==> src/rtl/tx_fifo_mutex_arb.sv <==
// Port-ownership arbiter and write multiplexer for the PHY-TX FIFOs.
// Grants whole port masks atomically, round-robin, and forwards only each owner's writes.
module tx_fifo_mutex_arb #(
  parameter int unsigned NREQ  = 5,
  parameter int unsigned NPORT = 4
) (
  input  logic                  clk,
  input  logic                  arst_n,
  input  logic [NREQ*NPORT-1:0] req_mask,
  output logic [NREQ*NPORT-1:0] grant,
  input  logic [NREQ*8-1:0]     req_din,
  input  logic [NREQ-1:0]       req_del,
  input  logic [NREQ*NPORT-1:0] req_wren,
  output logic [NPORT*8-1:0]    fifo_din,
  output logic [NPORT-1:0]      fifo_del,
  output logic [NPORT-1:0]      fifo_wren,
  output logic                  wr_violation
);

  localparam int unsigned OW = (NREQ > 1) ? $clog2(NREQ) : 1;
  localparam int unsigned MW = NREQ * NPORT;

  logic [NPORT-1:0]          busy_q, busy_d;
  logic [NPORT-1:0][OW-1:0]  owner_q, owner_d;
  logic [OW-1:0]             rr_ptr_q, rr_ptr_d;
  logic [MW-1:0]             grant_q, grant_d;
  logic [NPORT*8-1:0]        fifo_din_q, fifo_din_d;
  logic [NPORT-1:0]          fifo_del_q, fifo_del_d;
  logic [NPORT-1:0]          fifo_wren_q, fifo_wren_d;
  logic                      wr_violation_q, wr_violation_d;

  logic [MW-1:0]             own_c;
  logic [NREQ-1:0]           holds_c;
  logic [NPORT-1:0]          keep_c;

  // Who owns what right now; a port whose owner dropped its mask bit is not kept.
  always_comb begin : own_view
    own_c   = '0;
    holds_c = '0;
    keep_c  = '0;
    for (int r = 0; r < int'(NREQ); r++) begin
      for (int p = 0; p < int'(NPORT); p++) begin
        if (busy_q[p] && (owner_q[p] == OW'(r))) begin
          holds_c[r]          = 1'b1;
          own_c[r*NPORT + p]  = req_mask[r*NPORT + p];
          keep_c[p]           = req_mask[r*NPORT + p];
        end
      end
    end
  end

  // Round-robin search from rr_ptr; eligibility is judged on pre-release state.
  always_comb begin : arb
    logic             found;
    int               win;
    int               idx;
    logic [NPORT-1:0] m;
    busy_d   = keep_c;
    owner_d  = owner_q;
    rr_ptr_d = rr_ptr_q;
    grant_d  = '0;
    found    = 1'b0;
    win      = 0;
    idx      = 0;
    m        = '0;
    for (int i = 0; i < int'(NREQ); i++) begin
      idx = (int'(rr_ptr_q) + i) % int'(NREQ);
      m   = req_mask[idx*NPORT +: NPORT];
      if (!found && (m != '0) && !holds_c[idx] && ((m & busy_q) == '0)) begin
        found = 1'b1;
        win   = idx;
      end
    end
    if (found) begin
      for (int p = 0; p < int'(NPORT); p++) begin
        if (req_mask[win*NPORT + p]) begin
          busy_d[p]  = 1'b1;
          owner_d[p] = OW'(win);
        end
      end
      rr_ptr_d = (win == int'(NREQ) - 1) ? '0 : OW'(win + 1);
    end
    for (int r = 0; r < int'(NREQ); r++) begin
      for (int p = 0; p < int'(NPORT); p++) begin
        grant_d[r*NPORT + p] = busy_d[p] && (owner_d[p] == OW'(r));
      end
    end
  end

  // Owner's byte stream per port; writes from non-owners are dropped and flagged.
  always_comb begin : datapath
    fifo_din_d     = '0;
    fifo_del_d     = '0;
    fifo_wren_d    = '0;
    wr_violation_d = |(req_wren & ~own_c);
    for (int p = 0; p < int'(NPORT); p++) begin
      for (int r = 0; r < int'(NREQ); r++) begin
        if (busy_q[p] && (owner_q[p] == OW'(r))) begin
          fifo_din_d[p*8 +: 8] = req_din[r*8 +: 8];
          fifo_del_d[p]        = req_del[r];
        end
        fifo_wren_d[p] = fifo_wren_d[p] | (own_c[r*NPORT + p] & req_wren[r*NPORT + p]);
      end
    end
  end

  always_ff @(posedge clk or negedge arst_n) begin
    if (!arst_n) begin
      busy_q         <= '0;
      owner_q        <= '0;
      rr_ptr_q       <= '0;
      grant_q        <= '0;
      fifo_din_q     <= '0;
      fifo_del_q     <= '0;
      fifo_wren_q    <= '0;
      wr_violation_q <= 1'b0;
    end else begin
      busy_q         <= busy_d;
      owner_q        <= owner_d;
      rr_ptr_q       <= rr_ptr_d;
      grant_q        <= grant_d;
      fifo_din_q     <= fifo_din_d;
      fifo_del_q     <= fifo_del_d;
      fifo_wren_q    <= fifo_wren_d;
      wr_violation_q <= wr_violation_d;
    end
  end

  assign grant        = grant_q;
  assign fifo_din     = fifo_din_q;
  assign fifo_del     = fifo_del_q;
  assign fifo_wren    = fifo_wren_q;
  assign wr_violation = wr_violation_q;

endmodule
==> config.mk <==
export PLATFORM = sky130hd
export DESIGN_NAME = tx_fifo_mutex_arb
export DESIGN_NICKNAME = d
export VERILOG_FILES = /design/src/rtl/tx_fifo_mutex_arb.sv
export SDC_FILE = /design/constraint.sdc
export NUM_CORES = 1
export LEC_CHECK = 0
export BUFFER_PORTS_ARGS = -buffer_cell sky130_fd_sc_hd__buf_2
export CORE_MARGIN = 2
export CORE_UTILIZATION = 50
export CTS_CLUSTER_DIAMETER = 50
export CTS_CLUSTER_SIZE = 14
export DETAILED_ROUTE_END_ITERATION = 10
export HOLD_SLACK_MARGIN = 0.03
export PLACE_DENSITY_LB_ADDON = 0.3
export SLEW_MARGIN = 20
export SYNTH_ARGS = -nofsm -noshare
export SYNTH_HDL_FRONTEND = slang
export SYNTH_SLANG_ARGS = --single-unit
export TNS_END_PERCENT = 100
==> constraint.sdc <==
create_clock -name clk -period 9.07 [get_ports clk]
set_input_delay 2.2675 -clock clk [delete_from_list [all_inputs] [get_ports clk]]
set_output_delay 2.2675 -clock clk [all_outputs]
set_load 0.005 [all_outputs]
Word-level counts from Yosys, hierarchy flattened:

Cells that the tools add are included.

* register bits after elaboration: 80
* bits of input ports: 87
* word-level logic and storage cells: 336

* $add $sub $neg: 8
* divide/modulo/power cells: 5
* magnitude comparators: 9
* equality and inequality tests: 33
* shift-type cells: 5
* mux-type cells: 140
* bitwise gates (word level): 43
* reductions and logical operators: 82

Operator list (number)
* $shiftx A20 B33 Y4: 5
* $lt A32 B5 Y1 const B: 5
* $mux W32: 5
* $mux W8: 20
* $lt A32 B6 Y1 const B: 4
* $mod A32 B4 Y32 const B: 4
* $mux W1: 99
* $add A32 B2 Y32 const B: 2
* $logic_and A1 B1 Y1: 54
* $eq A3 B2 Y1 const B: 16
* $add A32 B1 Y32 const B: 1
* $eq A32 B4 Y1 const B: 1
* $mod A4 B4 Y32 const B: 1
* $eq A3 B1 Y1 const B: 8
* $eq A3 B3 Y1 const B: 8
* $logic_not A3 Y1: 8
* $and A1 B1 Y1: 20
* $and A20 B20 Y20: 1
* $and A4 B4 Y4: 5
* $logic_not A4 Y1: 5
* $not A20 Y20: 1
* $reduce_bool A4 Y1: 5
* $reduce_or A20 Y1: 1
* $bmux W1 S3: 6
* 10 further kinds: 40

Logic depth before layout (Yosys ltp):

* word-level depth: 40
* mapped depth: 35
* depth with buffers taken out: 25

Least setup slack after synthesis:

OpenSTA, ideal clock, no wires.

* path kind: register to register
* from: reg rr_ptr_q[0]
* to: reg grant_q[8] (netlist: grant[8])
* data arrival time: 7.361 ns
* setup slack: 1.588 ns
* cell stages (with the launch flop): 32
* path buffers: 10
* cell sequence: dfrtp_1 -> buf_4 -> buf_2 -> buf_4 -> buf_4 -> buf_2 -> buf_2 -> inv_1 -> ha_1 -> buf_2 -> buf_2 -> clkinv_1 -> ha_1 -> nor3_2 -> nor2_1 -> xnor2_1 -> clkbuf_1 -> ha_1 -> and3_1 -> a41o_1 -> or2_1 -> buf_2 -> o311a_1 -> a32o_1 -> or4_1 -> mux2i_2 -> o41ai_1 -> a211o_2 -> nand2_2 -> mux2_2 -> o2bb2ai_2 -> and4bb_2

* longest elaborated chain between the ends: 34
* elaborated cells on any way between the ends: 85

Ends and longest elaborated chain
* from (decl): RTL line 25 `logic [OW-1:0] rr_ptr_q, rr_ptr_d;`
* from (signal assigned): RTL line 120 `rr_ptr_q <= rr_ptr_d;`
* parallel branches: the longest is 33 deep, another holds $mod A32 B4 Y32
* $logic_and A1 B1 Y1 (*): RTL line 85 `grant_d[r*NPORT + p] = busy_d[p] && (owner_d[p] == OW'(r));`
* via grant_d[8]: RTL line 26 `logic [MW-1:0] grant_q, grant_d;`
* to (signal assigned): RTL line 121 `grant_q <= grant_d;`
* to (decl): RTL line 26

Mark *: on every way through the listed nets, which the timed path passes. The select of a mux whose other input is x is not followed.
A chain may end at the register's enable or synchronous reset.

Worst setup path in the final report:

* from: reg rr_ptr_q[1]
* to: reg grant_q[6] (netlist: grant[6])

* longest elaborated chain between the ends: 35
* elaborated cells on any way between the ends: 86

Ends and longest elaborated chain (RTL line)
* parallel branches: the longest is 34 deep, another holds $mod A32 B4 Y32
* $logic_and A1 B1 Y1 (*): 85
* via grant_d[6]: 26

Marked as above.

==> qor.csv <==
stage,metric,value,unit
routing,Pre-antenna DRT Iters,8,
global_routing,first-pass GRT wire length,50700,µm
global_routing,antenna violations before repair,1,
yosys,Post-Syn Area,0.00906,mm²
finish,Area growth syn-to-layout,12.3,%
timing,Least-Margin Pin Slew,1.04,ns
routing,drt total wl,33200,µm
yosys,"Seq/Total Area, Yosys",22.1,%
yosys,Yosys warnings,0,
status,status,completed,
timing,final setup violating endpoints,0,
routing,met2 wire len,14900,µm
setup_path,reg2reg setup slack,1.19,ns
clock_tree,Skew-Pair Late Insertion Delay,0.34,ns
place,PortBufs,147,
routing,via/cell ratio,7.15,
routing,DR WL met3,4110,µm
clock_tree,clk slew on worst S/H paths,0.07,ns
clock_tree,Clock Path Buffers,2,
yosys,Synth Area in Adders,3.45,%
floorplan,die footprint,0.0192,mm²
finish,area of the multi-input gates,0.00652,mm²
clock_tree,Post-CTS Hold Buffers,0,
setup_path,CP Launch Type,register,
clock_tree,CTS tree,done,
setup_path,"most used cell, CP",ha_1,
clock_tree,CTS H-tree depth,3,
setup_path,Critical Path RT,9.26,ns
floorplan,CORE AREA,0.0178,mm²
yosys,syn_area_per_cell,8.79,µm²
timing,Final TNS setup,0,ns
finish,Final Net Count,1234,
finish,Sequential Area,0.00200,mm²
routing,Residual DRC,0,
floorplan,starting density of the core,50.8,%
yosys,mux cell area share after synthesis,16.5,%
setup_path,crit path kind,register to register,
routing,highest routed layer,met4,
routing,Met1 Wirelength,12600,µm
clock_tree,post-cts resize count,0,
clock_tree,clock root buffer,clkbuf_16,
timing,final slew viol count,0,
timing,fmax,0.127,GHz
place,GP Congestion,1.01,
clock_tree,post-CTS setup buffer count,0,
min_path,Hold Crit Class,register to register,
setup_path,highest-delay cell along the critical path,xnor2_1,
yosys,Post-synth EDFFs,0,
timing,Final min period,7.88,ns
yosys,syn nets,1142,
place,HPWL after DPL,23400,µm
flow_run,Max Cap Viol,0,
yosys,post-synthesis xor/xnor area fraction,1.53,%
global_routing,pin count of the biggest net entering global routing,65,
finish,fraction of layout cells with a size suffix above 1,25.8,%
setup_path,CP Max Fanout,28,
clock_tree,CTS sink cnt,80,
timing,RSZ-0062 raised after global routing,no,
floorplan,Die Wd,139,µm
yosys,Post-Syn Instances,1030,
setup_path,WP data arrival,8.08,ns
setup_path,Setup crit end kind,register,
yosys,Synth Area in Simple Gates,21.4,%
yosys,largest family of logic cells by synthesized area,compound AO/OA/AOI/OAI gates,
global_routing,Tot GR Track Use,33.3,%
timing,period utilization,86.9,%
timing,Slew HR,30.4,%
setup_path,worst-path cell chain,buf_4 -> inv_1 -> ha_1 -> buf_4 -> clkinv_1 -> ha_1 -> nor3_2 -> nor2_1 -> xnor2_1 -> ha_1 -> o22ai_1 -> or2_1 -> o311a_1 -> a32o_1 -> or4_1 -> mux2i_2 -> o41ai_1 -> a211o_2 -> nand2_2 -> mux2_2 -> o31ai_2 -> nor4_1,
yosys,#FFs+latches synth,80,
setup_path,critical path's largest stage delay,0.82,ns
place,Placed Cells,1340,
yosys,Synth cell types,107,
global_routing,vias in the first global route,8975,
setup_path,CP bufs+invs,4,
finish,Post-Layout Cell Count,1358,
timing,Final Hold Fails,0,
floorplan,I/O Pins,148,
yosys,post-synthesis compound-gate area fraction,28.8,%
setup_path,Crit path max-delay family,compound AO/OA/AOI/OAI gates,
finish,number of fill cells in the layout,1572,
timing,final setup skew,0.0125,ns
clock_tree,CTS Buf Count,9,
routing,Vias,9703,
routing,WL per Instance,24.4,µm
yosys,leading register cell type out of synthesis,dfrtp_1,
routing,number of DRC markers in iteration 0,1346,
floorplan,Chip Height,139,µm
yosys,asr flop ratio synth,100,%
global_routing,grt ovf,0,
floorplan,placement row count,49,
routing,Routed Antenna Nets,0,
-- registers in the layout (all words and copies together) (netlist names) --
signal and cells:
fifo_din 32, grant 20, owner_q 12, busy_q 4
fifo_del 4, fifo_wren 4, rr_ptr_q 3, wr_violation 1
-- through the flow --
stage	hold slack (ns)	cell area (µm²)	setup WS, ns	util [%]
2_1_floorplan	0.641	9060	1.59	-
3_3_place_gp	0.717	9850	1.54	55.2
3_5_place_dp	0.723	9850	1.30	55.2
4_1_cts	0.737	10200	1.28	57.0
5_1_grt	0.777	10200	0.586	57.0
6_report	0.755	10200	1.19	57.0
-- Yosys cell counts (7+ instances only) --
cell type  count  area, µm²
a21oi_1       50        250
nor4b_1        7       61.3
xnor2_1       11       96.3
nand3_1       43        215
nor2_1        61        229
dfrtp_1       80       2000
nor4_1        11       68.8
a22oi_1       15        113
and2_1        10       62.6
a211o_1        8       70.1
a211oi_1      18        135
o21ai_0       51        255
mux2i_1       40        400
nand2b_1       8       50.1
o311ai_0       8       70.1
o2111ai_1      8       70.1
nor3b_1        7       52.6
and3_1        10       62.6
a22o_1        30        263
o211ai_1      14        105
o22ai_1        7       43.8
mux4_2        42        946
nor2b_1       16        100
clkbuf_1      45        169
nor3_1        30        150
and4b_1        7       70.1
buf_2         23        115
nor4bb_1      12        120
or4_1          9       67.6
a222oi_1      11        110
mux2_2        12        135
a32oi_1        9       78.8
inv_1         42        158
ha_1          25        313
nand2_1       82        308
a31oi_1        9       56.3
-- area by class of cell --
| class | count | share of cell area [%] |
|---|---|---|
| well taps | 229 | 2.82 |
| inverters | 45 | 1.66 |
| flip-flops and latches | 80 | 19.7 |
| clock inverters | 5 | 0.615 |
| clock buffers | 11 | 2.49 |
| multi-input cells | 822 | 64.2 |
| repair buffers | 164 | 8.52 |
| diodes | 2 | 0.0492 |
-- path summary, 6_finish.rpt --
kind                       cells past startpoint     endpoint   startpoint
max                                           22     grant[6]  rr_ptr_q[1]
min                                            1   owner_q[8]   owner_q[8]
max reg2reg                                   22     grant[6]  rr_ptr_q[1]
min reg2reg                                    1   owner_q[8]   owner_q[8]
max in group asynchronous                      2  rr_ptr_q[0]       arst_n
min in group asynchronous                      1  rr_ptr_q[2]       arst_n
-- layer usage --
metal  vias up  track usage, %
li1       4228               -
met1      4581            45.5
met2       744            52.5
met3       150            6.39
met4         0            13.5
met5         -               0
-- placed cells by master (no fill, tap or decap), drive strengths merged, types with 9 or more instances in the layout --
master / Yosys / final
a22oi: 15 / 15
o211ai: 15 / 15
mux2: 12 / 12
a222oi: 11 / 11
mux4: 42 / 42
dfrtp: 80 / 80
nand3: 43 / 43
a31oi: 11 / 11
nor4: 11 / 11
or4: 10 / 10
xnor2: 12 / 12
nor4b: 9 / 9
a21oi: 55 / 55
nand2: 84 / 84
a211o: 9 / 9
a211oi: 20 / 20
and2: 13 / 13
buf: 38 / 164
a22o: 30 / 30
o311ai: 11 / 11
nor2b: 16 / 16
and3: 10 / 10
nor4bb: 12 / 12
inv: 44 / 46
nor3: 32 / 32
a32oi: 9 / 9
o21ai: 52 / 52
nor2: 62 / 62
ha: 25 / 25
mux2i: 41 / 41
clkbuf: 45 / 11
-- cell families after synthesis --
group,count (synthesis)
AOI/OAI and AO/OA,335
adders and majority gates,25
buffers and inverters,128
and+or+nand+nor,352
xor gates and xnor gates,15
DFF,80
muxes,95
Power is left out: the tool's default activity adds up to more than one toggle a clock period on the data nets, which glitch-free logic cannot reach.
